### src/rtl/axi_helper.sv
// Shared AXI helper package.
// Holds the channel payload widths, the channel FIFO latency mode, the default
// FIFO depth, and a power-of-two helper used for parameter checking.
package axi_helper;

  // Width of one R beat: 64-bit data, 2-bit response.
  localparam int unsigned RxDATA_W = 66;

  // Default number of entries in a channel FIFO.
  localparam int unsigned FIFO_DEPTH_DFLT = 4;

  // FIFO_REG: one-cycle in-to-out latency. FIFO_BYPASS: zero latency when empty.
  typedef enum logic {
    FIFO_REG    = 1'b0,
    FIFO_BYPASS = 1'b1
  } fifo_mode_t;

  // True when v is a power of two and at least 2.
  function automatic bit is_pow2(input int unsigned v);
    return (v >= 32'd2) && ((v & (v - 32'd1)) == 32'd0);
  endfunction

endpackage

### src/rtl/axi_chan_fifo_mem.sv
// Storage array for axi_chan_fifo.
// DEPTH x WIDTH entries, synchronous write, asynchronous read.
// Ports:
//   clk      clock
//   we_i     write enable
//   waddr_i  write address (pointer LSBs)
//   wdata_i  write data
//   raddr_i  read address (pointer LSBs)
//   rdata_o  read data, combinational from raddr_i
module axi_chan_fifo_mem #(
  parameter int unsigned WIDTH = 66,
  parameter int unsigned DEPTH = 4
) (
  input  logic                     clk,
  input  logic                     we_i,
  input  logic [$clog2(DEPTH)-1:0] waddr_i,
  input  logic [WIDTH-1:0]         wdata_i,
  input  logic [$clog2(DEPTH)-1:0] raddr_i,
  output logic [WIDTH-1:0]         rdata_o
);

  logic [WIDTH-1:0] mem_q [DEPTH];

  // Write port; contents are deliberately not reset.
  always_ff @(posedge clk) begin
    if (we_i) begin
      mem_q[waddr_i] <= wdata_i;
    end
  end

  assign rdata_o = mem_q[raddr_i];

endmodule

### src/rtl/axi_chan_fifo.sv
// Valid/ready channel buffer with DEPTH entries.
// Sits on one AXI channel between interconnect and slave logic.
// Ports:
//   clk, rst     clock, synchronous active-high reset
//   flush        synchronous clear of all stored beats
//   s_valid/s_ready/s_data   upstream handshake and payload
//   m_valid/m_ready/m_data   downstream handshake and payload
//   count        stored beats (a bypassed beat is never counted)
//   almost_full  count >= AF_LEVEL
module axi_chan_fifo
  import axi_helper::*;
#(
  parameter int unsigned WIDTH    = 66,
  parameter int unsigned DEPTH    = FIFO_DEPTH_DFLT,
  parameter fifo_mode_t  MODE     = FIFO_REG,
  parameter int unsigned AF_LEVEL = DEPTH - 1
) (
  input  logic                       clk,
  input  logic                       rst,
  input  logic                       flush,
  input  logic                       s_valid,
  output logic                       s_ready,
  input  logic [WIDTH-1:0]           s_data,
  output logic                       m_valid,
  input  logic                       m_ready,
  output logic [WIDTH-1:0]           m_data,
  output logic [$clog2(DEPTH+1)-1:0] count,
  output logic                       almost_full
);

  localparam int unsigned AW = $clog2(DEPTH);
  localparam int unsigned PW = AW + 1;
  localparam int unsigned CW = $clog2(DEPTH + 1);

  if (!is_pow2(DEPTH) || (AF_LEVEL < 32'd1) || (AF_LEVEL > DEPTH)) begin : g_bad_param
    $error("axi_chan_fifo: DEPTH must be a power of two >= 2 and AF_LEVEL in 1..DEPTH");
  end

  logic [PW-1:0]    wr_ptr_q, wr_ptr_d;
  logic [PW-1:0]    rd_ptr_q, rd_ptr_d;
  logic [CW-1:0]    count_q, count_d;
  logic             full_s, empty_s, bypass_s;
  logic             push_s, wr_en_s, rd_adv_s;
  logic [WIDTH-1:0] rdata_s;

  // One extra pointer bit distinguishes full from empty when the LSBs match.
  assign full_s  = (wr_ptr_q[AW] != rd_ptr_q[AW]) && (wr_ptr_q[AW-1:0] == rd_ptr_q[AW-1:0]);
  assign empty_s = (wr_ptr_q == rd_ptr_q);

  // Ready never looks at m_ready, so a full FIFO refuses a beat even if it pops.
  assign s_ready = !full_s && !rst && !flush;
  assign push_s  = s_valid && s_ready;

  // Bypass path is live only when nothing is stored.
  assign bypass_s = (MODE == FIFO_BYPASS) && empty_s;

  // Output selection: stored head, or the incoming beat on the bypass path.
  always_comb begin
    m_valid = 1'b0;
    m_data  = rdata_s;
    if (rst || flush) begin
      m_valid = 1'b0;
    end else if (bypass_s) begin
      m_valid = push_s;
      m_data  = s_data;
    end else begin
      m_valid = !empty_s;
    end
  end

  // A bypassed beat taken downstream the same cycle never touches storage.
  assign wr_en_s  = push_s && !(bypass_s && m_ready);
  assign rd_adv_s = m_valid && m_ready && !bypass_s;

  // Next-state for pointers and occupancy; flush clears, push/pop otherwise.
  always_comb begin
    wr_ptr_d = wr_ptr_q;
    rd_ptr_d = rd_ptr_q;
    count_d  = count_q;
    if (flush) begin
      wr_ptr_d = {PW{1'b0}};
      rd_ptr_d = {PW{1'b0}};
      count_d  = {CW{1'b0}};
    end else begin
      if (wr_en_s) begin
        wr_ptr_d = wr_ptr_q + PW'(1);
      end else begin
        wr_ptr_d = wr_ptr_q;
      end
      if (rd_adv_s) begin
        rd_ptr_d = rd_ptr_q + PW'(1);
      end else begin
        rd_ptr_d = rd_ptr_q;
      end
      case ({wr_en_s, rd_adv_s})
        2'b10:   count_d = count_q + CW'(1);
        2'b01:   count_d = count_q - CW'(1);
        default: count_d = count_q;
      endcase
    end
  end

  // State registers with synchronous reset.
  always_ff @(posedge clk) begin
    if (rst) begin
      wr_ptr_q <= {PW{1'b0}};
      rd_ptr_q <= {PW{1'b0}};
      count_q  <= {CW{1'b0}};
    end else begin
      wr_ptr_q <= wr_ptr_d;
      rd_ptr_q <= rd_ptr_d;
      count_q  <= count_d;
    end
  end

  assign count       = count_q;
  assign almost_full = (count_q >= CW'(AF_LEVEL));

  axi_chan_fifo_mem #(
    .WIDTH (WIDTH),
    .DEPTH (DEPTH)
  ) u_mem (
    .clk     (clk),
    .we_i    (wr_en_s),
    .waddr_i (wr_ptr_q[AW-1:0]),
    .wdata_i (s_data),
    .raddr_i (rd_ptr_q[AW-1:0]),
    .rdata_o (rdata_s)
  );

endmodule

### config.mk
export PLATFORM = sky130hd
export DESIGN_NAME = axi_chan_fifo
export DESIGN_NICKNAME = d
export VERILOG_FILES = /design/src/rtl/axi_helper.sv /design/src/rtl/axi_chan_fifo_mem.sv /design/src/rtl/axi_chan_fifo.sv
export SDC_FILE = /design/constraint.sdc
export NUM_CORES = 1
export LEC_CHECK = 0
export BUFFER_PORTS_ARGS = -buffer_cell sky130_fd_sc_hd__buf_2
export CAP_MARGIN = 10
export CORE_UTILIZATION = 50
export CTS_CLUSTER_DIAMETER = 200
export DETAILED_ROUTE_END_ITERATION = 8
export PLACE_DENSITY_LB_ADDON = 0.25
export SETUP_SLACK_MARGIN = 0.15
export SYNTH_ARGS = -nofsm -noshare
export SYNTH_HDL_FRONTEND = slang
export SYNTH_SLANG_ARGS = --single-unit
### constraint.sdc
create_clock -name clk -period 3.07 [get_ports clk]
set_clock_uncertainty 0.05 [all_clocks]
set_input_delay 0.1535 -clock clk [delete_from_list [all_inputs] [get_ports clk]]
set_output_delay 0.1535 -clock clk [all_outputs]
set_load 0.005 [all_outputs]
* After elaboration in Yosys (flattened, before gate mapping)
Memories as Yosys holds them, arrays and structs flattened. A register that Yosys moved wholly into a read port is not among the register bits.
Index checks and enable logic that the tools add are counted.
** Storage, ports and cells
- Flip-flop bits (word level) :: 9
- RAM bits :: 264
- Bits of input ports :: 71
- Output and inout port bits :: 72
- Word-level logic and storage cells :: 32
- Memories kept :: 1
** Cells by class
- $add $sub $neg :: 4
- Magnitude comparators :: 1
- Equal/unequal tests :: 5
- Muxes and demuxes :: 6
- Reduce and logical (&&, ||, !) cells :: 12
** Memory list
- u_mem.mem_q :: depth 4, width 66, read ports 1, clocked after memory_dff 1, write ports 1, line axi_chan_fifo_mem.sv:22 : logic [WIDTH-1:0] mem_q [DEPTH];
** Operators with widths (number)
- 3-bit by 1-bit adder with 3-bit output, second input constant :: 3
- 3-bit case mux with 2 select lines :: 1
- 1-bit logical AND :: 5
- 1-bit zero test :: 4
- 2-bit two-way mux :: 2
- 3-bit equality test :: 1
- 3-bit by 2-bit >= comparator with 1-bit output, second input constant :: 1
- 1-bit two-way mux :: 3
- 3-bit by 1-bit subtractor with 3-bit output, second input constant :: 1
- 2-bit by 1-bit equality test with 1-bit output, second input constant :: 1
- 2-bit equality test :: 1
- 2-bit equality test, second input constant :: 1
- 2-bit nonzero test :: 1
- 2-bit OR reduction :: 1
- 1-bit logical OR :: 1
- 1-bit inequality test :: 1

* Longest topological paths before layout
Gate-level depths: netlist of run 1.
- Word-level depth :: 8
- Gate-level depth with buffers :: 10

* Hierarchy
From an unflattened synthesis of run 1, not the netlist that was laid out.
** Unflattened totals
- Cell total of the unflattened synthesis :: 427
- Area, all modules :: 10198.5 um2
** By module, submodules not included
- axi_chan_fifo_mem :: instances 1, cells each 348, area an instance 9549.2 um2, seq. area each 7927.6 um2
- axi_chan_fifo :: instances 1, cells each 79, area an instance 649.4 um2, seq. area each 180.2 um2

* Worst setup path before layout of run 1
Ideal clock, no wire load.
- Path type :: register to register
- Start point :: reg wr_ptr_q[0]
- End point :: mem u_mem.mem_q[0][0], enable pin
- Arrival :: 2666 ps
- Required time :: 2588 ps
- Setup slack :: -78 ps
- Cell stages (with the launch flop) :: 5
- Path buffers :: 0
- Cells stage by stage :: dfxtp_1 > xor2_2 > nor3_1 > nor2_1 > and3_1
** Between the ends
- Cells in the longest elaborated chain, start to end :: 8
** Ends and longest elaborated chain
- from (decl) :: line axi_chan_fifo.sv:39 : logic [PW-1:0] wr_ptr_q, wr_ptr_d;
- from (signal assigned) :: line axi_chan_fifo.sv:106 : wr_ptr_q <= {PW{1'b0}};
- from (signal assigned) :: line axi_chan_fifo.sv:110 : wr_ptr_q <= wr_ptr_d;
- 2-bit equality test :: line axi_chan_fifo.sv:47 : assign full_s = (wr_ptr_q[AW] != rd_ptr_q[AW]) && (wr_ptr_q[AW-1:0] == rd_ptr_q[AW-1:0]);
- 1-bit logical AND :: line axi_chan_fifo.sv:47
- 1-bit zero test :: line axi_chan_fifo.sv:51 : assign s_ready = !full_s && !rst && !flush;
- 1-bit logical AND (2 in a row) :: line axi_chan_fifo.sv:51
- via s_ready :: line axi_chan_fifo.sv:22 : output logic s_ready,
- 1-bit logical AND :: line axi_chan_fifo.sv:52 : assign push_s = s_valid && s_ready;
- 1-bit two-way mux :: line axi_chan_fifo_mem.sv:26 : if (we_i) begin
- 1-bit two-way mux (not written as such) :: line axi_chan_fifo_mem.sv:27 : mem_q[waddr_i] <= wdata_i;
- to (decl) :: line axi_chan_fifo_mem.sv:22
The timed path passes the listed nets, and every way through them passes these cells.

* Worst setup path in the final report of run 1
- Start point :: reg rd_ptr_q[0]
- End point :: reg count_q[2], in the netlist count[2]
** Between the ends
- Elaborated cells on any way between the ends :: 14
- Classes of those cells :: eq/ne: 4; mux: 2; reduce/logical: 8
** RTL lines
- from (decl) :: line axi_chan_fifo.sv:40 : logic [PW-1:0] rd_ptr_q, rd_ptr_d;
- from (signal assigned) :: line axi_chan_fifo.sv:107 : rd_ptr_q <= {PW{1'b0}};
- from (signal assigned) :: line axi_chan_fifo.sv:111 : rd_ptr_q <= rd_ptr_d;
- 3-bit equality test (*) :: line axi_chan_fifo.sv:48 : assign empty_s = (wr_ptr_q == rd_ptr_q);
- 1-bit zero test (*) :: line axi_chan_fifo.sv:67 : m_valid = !empty_s;
- 1-bit two-way mux (*) :: line axi_chan_fifo.sv:61 : if (rst || flush) begin
- 1-bit logical AND (*) :: line axi_chan_fifo.sv:73 : assign rd_adv_s = m_valid && m_ready && !bypass_s;
- via rd_adv_s :: line axi_chan_fifo.sv:43 : logic push_s, wr_en_s, rd_adv_s;
- 2-bit by 1-bit equality test with 1-bit output or 2-bit equality test (tied branches) :: line axi_chan_fifo.sv:95 : case ({wr_en_s, rd_adv_s})
- 3-bit case mux with 2 select lines or 2-bit nonzero test (tied branches)
- to (signal assigned) :: line axi_chan_fifo.sv:108 : count_q <= {CW{1'b0}};
- to (signal assigned) :: line axi_chan_fifo.sv:112 : count_q <= count_d;
- to (decl) :: line axi_chan_fifo.sv:41 : logic [CW-1:0] count_q, count_d;
Mark *: on every way through the listed nets, which the timed path passes. The rest lies on a longest branch.
A chain may end at the register's enable or synchronous reset.

==> out/results.md, run 1 <==
| Result | Value | Unit |
|---|---|---|
| Total Die Area | 20900 | um^2 |
| Wirelength per Cell | 19.9 | um |
| Path type of the worst min-delay path | input port to flop | - |
| Gate count of the mapped netlist | 424 | - |
| Summed negative setup slack over all endpoints | 0 | ns |
| Slew Limit Fails | 0 | - |
| CTS buffer count | 27 | - |
| End point of the most critical hold path | u_mem.mem_q[2][54] | - |
| Boundary Pins | 143 | - |
| Slew @ Worst Pin | 1.01 | ns |
| Post-Syn Area | 10200 | um^2 |
| Number of nets with antenna violations after detailed routing | 0 | - |
| DP HPWL | 11.7 | mm |
| Avg Synthesized Cell Area | 24.0 | um^2 |
| Hold_ws | 0.343 | ns |
| CP endpoint kind | flop | - |
| Max-cap viol count | 0 | - |
| Critical path class | flop to flop | - |
| Deepest clock path buffer count | 3 | - |
| Slowest stage cell on the critical path | sky130_fd_sc_hd__dfxtp_1 | - |
| CTS H-tree lvls | 1 | - |
| GRT Total Usage | 18.6 | % |
| Post-Syn Nets | 502 | - |
| Worst-path cell chain | xor2_2 -> nor2_2 -> a21oi_1 -> and2_1 -> ha_1 -> inv_1 -> fa_1 -> xor2_1 -> or3_1 -> a21oi_1 | - |
| FF-to-FF path depth | 10 | - |
| Longest individual stage delay on the worst path | 0.42 | ns |
| Initial antenna violation count | 1 | - |
| Number of iterations in the first detailed-routing pass | 4 | - |
| Clock sink count | 275 | - |
| Number of DRC markers in iteration 0 | 354 | - |
| Static leakage | 4.39 | nW |
| CTS resizes | 0 | - |
| Data arrival time of the worst path | 2.95 | ns |
| Highest net fanout along the worst path | 9 | - |
| Total congestion overflow | 0 | - |
| Via-to-Cell Ratio | 5.26 | - |
| Cell taking the most area after synthesis | sky130_fd_sc_hd__edfxtp_1 | - |
| Vertical die dimension | 145 | um |
| Cell Pwr Density | 594 | nW/um^2 |
| Maximum number of pins on one net before global-route repair | 67 | - |
| Hold-critical path depth | 2 | - |
| Clock slew at reported path FFs | 0.06 | ns |
| CTS tree | yes | - |
| Insertion delay of the later-clocked pin in the worst-skew pair | 0.51 | ns |
| Most common cell after layout, fill and taps aside | sky130_fd_sc_hd__edfxtp_1 | - |
| Fraction of layout cells with a size suffix above 1 | 39.5 | % |
| Max Clk Rate | 392 | MHz |
| Sequential-to-total area share from yosys stat | 80.2 | % |
| RSZ-0062 raised after global routing | false | - |
| Number of flops mapped to enable cells by yosys | 264 | - |
| Endpoint of the most critical register-to-register path | count[2] | - |
| Top cells by area, synth | sky130_fd_sc_hd__edfxtp_1, sky130_fd_sc_hd__mux4_2, sky130_fd_sc_hd__dfxtp_1, sky130_fd_sc_hd__ha_1, sky130_fd_sc_hd__xor2_1 | - |
| Final routed DRC violation total | 0 | - |
| Post-synthesis register bit count | 275 | - |
| Final worst path period share | 83.2 | % |
| Wire length after detailed routing | 18.9 | mm |
| Worst flop-to-flop path startpoint | rd_ptr_q[0] | - |
| Fill count | 1335 | - |
| Run status | completed | - |
| Final RePlAce weighted congestion | 0.770 | - |
| Count of vias placed by the detailed router | 4983 | - |
| Nets | 742 | - |
| Commonest cells after routing, fill and taps aside | sky130_fd_sc_hd__edfxtp_1, sky130_fd_sc_hd__buf_2, sky130_fd_sc_hd__dlygate4sd3_1 | - |
| Max-slew headroom | 32.3 | % |
| Number of distinct library cell variants in the gate-level netlist after synthesis | 31 | - |
| Worst voltage drop across the vdd grid | 0.423 | mV |
| Most instantiated flip-flop cell in the synthesis netlist | sky130_fd_sc_hd__edfxtp_1 | - |
| Number of global-route vias before repair | 5206 | - |
| Crit path launch type | flop | - |
| Number of placement rows | 51 | - |
| Synth async-reset ratio | 0 | % |
| Die span in x | 145 | um |
| Post-synthesis to final-layout area growth | 27.2 | % |
| Synth top area share | 78.0 | % |
| Setup slack, reg-to-reg | 0.52 | ns |
| Final critical-path required period | 2.55 | ns |
| Number of hold violations in the final report | 0 | - |
| Synthesis Warnings | 0 | - |
| Fin worst setup slack | 0.516 | ns |
| Final setup viols | 0 | - |
| Root buffer cell | sky130_fd_sc_hd__clkbuf_16 | - |
| Pwr Total | 0.00768 | W |
| Wire length of the first global-routing pass | 28.8 | mm |
| Source of the worst hold timing path | s_data[54] | - |
| Floorplan core area | 19700 | um^2 |
| Pre-CTS setup slack | 0.527 | ns |
| Total of buffers placed on input and output ports | 142 | - |
| Most common cell type on the critical path | sky130_fd_sc_hd__a21oi_1 | - |
| Data required time of the critical path | 3.46 | ns |
| Initial core utilization | 51.5 | % |
| Total setup buffers inserted after CTS | 0 | - |
==> metal layers <==
metal	vias to the layer above	global-route usage (%)	wire length (um)
met1	2546	26.0	8190
met3	19	3.54	1030
li1	2271	-	-
met4	0	3.93	229
met5	-	0	0
met2	147	30.6	9430
==> flip-flops by register name, indices dropped and copies added, names as in the netlist, named ones only <==
signal       count
count            3
rd_ptr_q         3
wr_ptr_q         3
u_mem.mem_q    264
==> critical path: cells and delay by family, from the launching register on <==
kind | cells | cell delay [ns]
adders and majority gates | 2 | 0.57
DFF | 1 | 0.42
buffers and inverters | 1 | 0.07
xor gates and xnor gates | 2 | 0.53
and+or+nand+nor | 3 | 0.55
AOI/OAI and AO/OA | 2 | 0.30
==> stage by stage <==
step,util (%),std cells,instance area [um^2]
global route,65.5,947,12900
detailed placement,57.5,827,11300
CTS,65.5,946,12900
floorplan,-,424,10200
global placement,57.5,827,11300
finish,65.5,947,12900
==> synth_stat cells, types with 2 or more instances <==
master,instances
sky130_fd_sc_hd__a21oi_1,5
sky130_fd_sc_hd__a31oi_1,2
sky130_fd_sc_hd__and3_1,4
sky130_fd_sc_hd__buf_1,4
sky130_fd_sc_hd__buf_2,7
sky130_fd_sc_hd__clkbuf_1,4
sky130_fd_sc_hd__dfxtp_1,11
sky130_fd_sc_hd__edfxtp_1,264
sky130_fd_sc_hd__ha_1,6
sky130_fd_sc_hd__inv_1,7
sky130_fd_sc_hd__mux4_2,66
sky130_fd_sc_hd__nand2_1,6
sky130_fd_sc_hd__nor2_1,9
sky130_fd_sc_hd__nor3_1,3
sky130_fd_sc_hd__o21ai_0,2
sky130_fd_sc_hd__o31ai_1,2
sky130_fd_sc_hd__or3_1,2
sky130_fd_sc_hd__xnor2_1,2
sky130_fd_sc_hd__xor2_1,5
sky130_fd_sc_hd__xor2_2,2
==> cells by family after synthesis <==
family	share of synthesized area [%]
AOI/OAI and AO/OA	0.948
adders and majority gates	0.936
xor gates and xnor gates	0.924
and+or+nand+nor	1.39
DFF	80.2
muxes	14.6
buffers and inverters	0.973
==> power breakdown <==
group | leakage [nW] | total, W | internal [W] | switching [W]
logic | 1.49 | 0.000322 | 0.000179 | 0.000143
clock network | 0.424 | 0.00319 | 0.00191 | 0.00128
registers | 2.48 | 0.00417 | 0.00415 | 0.0000173
==> final cells by class <==
| type | instances | area, um^2 | share of cell area, % |
|---|---|---|---|
| Antenna cell | 1 | 2.50 | 0.0194 |
| Clock buffer | 35 | 726 | 5.61 |
| Clock inverter | 11 | 131 | 1.02 |
| Inverter | 7 | 26.3 | 0.203 |
| Multi-Input combinational cell | 126 | 1930 | 15.0 |
| Sequential cell | 275 | 8160 | 63.1 |
| Tap cell | 265 | 332 | 2.57 |
| Timing Repair Buffer | 227 | 1620 | 12.5 |
==> how the worst max path moves through the flow <==
stage | startpoint | end | slack, ns
3_5_place_dp | wr_ptr_q[0] | count[2] | 0.53
5_1_grt | wr_ptr_q[0] | count[2] | 0.38
2_1_floorplan | wr_ptr_q[0] | u_mem.mem_q[0][0] | 0.65
6_report | rd_ptr_q[0] | count[2] | 0.52
4_1_cts | wr_ptr_q[0] | count[2] | 0.50
3_3_place_gp | wr_ptr_q[0] | count[2] | 0.63
==> what timing repair did <==
action / in CTS / in global routing
setup endpoints to repair: 0 / 0
hold endpoints to repair: 270 / 0
hold buffers: 73 / 0
Power figures use the tool's default switching activity.
==> run 2, diff against run 1 <==
--- a/config.mk
+++ b/config.mk
@@ -5,6 +5,7 @@
 export SDC_FILE = /design/constraint.sdc
 export NUM_CORES = 1
 export LEC_CHECK = 0
+export ABC_AREA = 1
 export BUFFER_PORTS_ARGS = -buffer_cell sky130_fd_sc_hd__buf_2
 export CAP_MARGIN = 10
 export CORE_UTILIZATION = 50
==> constraint.sdc (replaced) <==
create_clock -name clk -period 2.1 [get_ports clk]
set_clock_uncertainty 0.05 [all_clocks]
set_input_delay 0.105 -clock clk [delete_from_list [all_inputs] [get_ports clk]]
set_output_delay 0.105 -clock clk [all_outputs]
set_load 0.005 [all_outputs]
==> out/results.md, run 2 <==
| Result | Value | Unit | vs previous |
|---|---|---|---|
| Run status | completed | - |  |
| Maximum number of pins on one net before global-route repair | 73 | - | +9.0% |
| Floorplan core area | 21800 | um^2 | +11% |
| Insertion delay of the later-clocked pin in the worst-skew pair | 0.52 | ns | about the same |
| DP HPWL | 12.3 | mm | +4.9% |
| Synthesis Warnings | 0 | - | unchanged |
| Cell taking the most area after synthesis | sky130_fd_sc_hd__edfxtp_1 | - |  |
| Summed negative setup slack over all endpoints | 0 | ns | unchanged |
| Synth top area share | 71.0 | % | -7.0 points |
| Pre-CTS setup slack | 0.00518 | ns | -0.522 ns |
| Crit path launch type | flop | - |  |
| Slew @ Worst Pin | 0.264 | ns | -0.751 ns |
| Post-synthesis to final-layout area growth | 29.2 | % |  |
| Worst voltage drop across the vdd grid | 0.676 | mV | +60% |
| Wire length of the first global-routing pass | 34.1 | mm | +19% |
| Highest net fanout along the worst path | 5 | - | -4 |
| Number of standard cells in the final layout excluding fillers | 1281 | - | +35% |
| Wirelength per Cell | 19.0 | um | -4.5% |
| Top cells by area, synth | sky130_fd_sc_hd__edfxtp_1, sky130_fd_sc_hd__o21ai_0, sky130_fd_sc_hd__o22ai_2, sky130_fd_sc_hd__nor2_4, sky130_fd_sc_hd__nor2_1 | - |  |
| Synth async-reset ratio | 0 | % | unchanged |
| Post-Syn Area | 11200 | um^2 | +9.9% |
| CTS buffer count | 26 | - | -3.7% |
| Initial core utilization | 51.1 | % | -0.38 points |
| Max-cap viol count | 0 | - | unchanged |
| Data arrival time of the worst path | 2.37 | ns | -0.58 ns |
| Cell Pwr Density | 760 | nW/um^2 | +28% |
| Number of global-route vias before repair | 6633 | - | +27% |
| Deepest clock path buffer count | 3 | - | unchanged |
| Number of flops mapped to enable cells by yosys | 264 | - | unchanged |
| Critical path class | flop to flop | - |  |
| Die span in x | 151 | um | +4.7% |
| Largest register FFs | 264 | - | unchanged |
| Global Route met3 Usage | 3.13 | % | -0.41 points |
| Avg Synthesized Cell Area | 15.3 | um^2 | -36% |
| Data required time of the critical path | 2.46 | ns | -1.00 ns |
| Total congestion overflow | 0 | - | unchanged |
| Number of DRC markers in iteration 0 | 375 | - | +5.9% |
| Power share of the sequential group | 55.3 | % | +1.0 points |
| Total Die Area | 22900 | um^2 | +9.7% |
| Number of placement rows | 54 | - | +5.9% |
| Number of nets with antenna violations after detailed routing | 0 | - | unchanged |
| Nets | 1060 | - | +43% |
| Clk pwr share | 40.9 | % | -0.6 points |
| Via-to-Cell Ratio | 5.36 | - | +1.8% |
| Gate count of the mapped netlist | 731 | - | +72% |
| Final RePlAce weighted congestion | 0.783 | - | +1.6% |
| Final worst path period share | 95.9 | % | +13 points |
| Final routed DRC violation total | 0 | - | unchanged |
| Boundary Pins | 143 | - | unchanged |
| Most common cell after layout, fill and taps aside | sky130_fd_sc_hd__edfxtp_1 | - |  |
| Clock slew at reported path FFs | 0.06 | ns | about the same |
| Final critical-path required period | 2.01 | ns | -0.539 ns |
| Static leakage | 5.06 | nW | +15% |
| Fraction of layout cells with a size suffix above 1 | 38.3 | % | -1.2 points |
| Post-synthesis register bit count | 275 | - | unchanged |
| Placed Cells | 1131 | - | +37% |
| CTS tree | yes | - |  |
| CP endpoint kind | flop | - |  |
| CTS H-tree lvls | 1 | - | unchanged |
| Final setup viols | 0 | - | unchanged |
| Initial antenna violation count | 0 | - | -1 |
| Most instantiated flip-flop cell in the synthesis netlist | sky130_fd_sc_hd__edfxtp_1 | - |  |
| Sequential-to-total area share from yosys stat | 73.0 | % | -7.2 points |
| Number of distinct library cell variants in the gate-level netlist after synthesis | 28 | - | -9.7% |
| Number of hold violations in the final report | 0 | - | unchanged |
| RSZ-0062 raised after global routing | true | - |  |
| Hold_ws | 0.286 | ns | -0.0565 ns |
| Max-slew headroom | 82.2 | % | +50 points |
| Total of buffers placed on input and output ports | 142 | - | unchanged |
| Root buffer cell | sky130_fd_sc_hd__clkbuf_16 | - |  |
| Post-synth top cells | sky130_fd_sc_hd__edfxtp_1, sky130_fd_sc_hd__o21ai_0, sky130_fd_sc_hd__nor2_1 | - |  |
| ANT cells | 0 | - | -1 |
| Post-Syn Nets | 809 | - | +61% |
| Register with the highest flop count | u_mem.mem_q | - |  |
| GRT Total Usage | 19.6 | % | +1.0 points |
| Highest-utilization routing layer at the global route stage | met2 | - |  |
| Met1 track demand over resource in global routing | 25.2 | % | -0.81 points |
| Top-count cell post-synth | sky130_fd_sc_hd__edfxtp_1 | - |  |
| Slew Limit Fails | 0 | - | unchanged |
| Wire length after detailed routing | 24.4 | mm | +29% |
| Internal Pwr Total | 0.00885 | W | +42% |
| Met2 Use GR | 34.4 | % | +3.8 points |
| Fin worst setup slack | 0.0854 | ns | -0.431 ns |
| Count of vias placed by the detailed router | 6864 | - | +38% |
| Vertical die dimension | 151 | um | +4.7% |
| Number of iterations in the first detailed-routing pass | 5 | - | +1 |
| Switching portion of total power | 19.3 | % | +0.49 points |
| Relative contribution of combinational cells to total power | 3.7 | % | -0.5 points |
| Clock sink count | 275 | - | unchanged |
| Commonest cells after routing, fill and taps aside | sky130_fd_sc_hd__edfxtp_1, sky130_fd_sc_hd__buf_2, sky130_fd_sc_hd__o21ai_0 | - |  |
| Final core utilization | 66.1 | % | +0.55 points |
| Max Clk Rate | 496 | MHz | +27% |
| Psw | 0.00211 | W | +46% |
| Path type of the worst min-delay path | input port to flop | - |  |
run 2: per-layer routing:
layer	up-vias	part of all wire (%)
li1	3240	-
met1	3394	42
met2	193	52
met3	37	5.3
met4	0	1.4
met5	-	0
run 2: worst max-delay path: stages (launching register included):
cell and delay [ns]:
sky130_fd_sc_hd__dfxtp_4 0.38, sky130_fd_sc_hd__inv_4 0.05, sky130_fd_sc_hd__nand2_4 0.07, sky130_fd_sc_hd__nand2_4 0.07, sky130_fd_sc_hd__nand3_4 0.11, sky130_fd_sc_hd__nand3_4 0.09, sky130_fd_sc_hd__inv_4 0.09, sky130_fd_sc_hd__ha_4 0.14
sky130_fd_sc_hd__inv_4 0.04, sky130_fd_sc_hd__fa_2 0.38, sky130_fd_sc_hd__a21oi_2 0.16, sky130_fd_sc_hd__o21ai_2 0.08, sky130_fd_sc_hd__o21ai_1 0.14, sky130_fd_sc_hd__a21oi_1 0.05
run 2: final cells by class:
type | count | area, um^2
flip-flops and latches | 275 | 8170
repair buffers | 265 | 2190
inverters | 21 | 120
repair inverters | 1 | 16.3
multi-input cells | 392 | 2760
clock buffers | 30 | 687
fillers | 1529 | 7400
clock inverters | 17 | 139
well taps | 280 | 350
run 2: power by group through the flow:
stage	sequential, W	clock [W]	combinational, W
CTS	0.00606	0.00457	0.000400
global placement	0.00618	0	0.000285
global route	0.00606	0.00475	0.000447
floorplan	0.00619	0	0.000100
finish	0.00606	0.00449	0.000410
detailed placement	0.00618	0	0.000291
run 2: final timing paths:
check	startpoint	to	slack, ns	cells after the start
setup / recovery	wr_ptr_q[1]	count[2]	0.09	13
setup reg to reg	wr_ptr_q[1]	count[2]	0.09	13
hold reg to reg	count[0]	count[0]	0.43	1
hold / removal	s_data[53]	u_mem.mem_q[0][53]	0.29	2
run 2: cells by family after synthesis:
kind of cell	share of synthesized area (%)
AO/OA/AOI/OAI	12.8
XOR/XNOR	0.157
adder cells (fa/ha/maj)	0.852
buffers and inverters	3.56
flip-flops	73.0
AND/OR/NAND/NOR	9.61
run 2: repair_timing:
item	in CTS	in global routing
hold endpoints to repair	273	0
pin swaps	1	9
cloned	1	8
hold buffers	72	0
setup buffers	6	16
resized for setup	19	75
setup endpoints to repair	67	102
run 2: through the flow:
step	total power (W)	cell area, um^2
floorplan	0.00629	11200
global placement	0.00647	12300
detailed placement	0.00647	12300
CTS	0.0110	14000
global route	0.0113	14400
finish	0.0110	14400
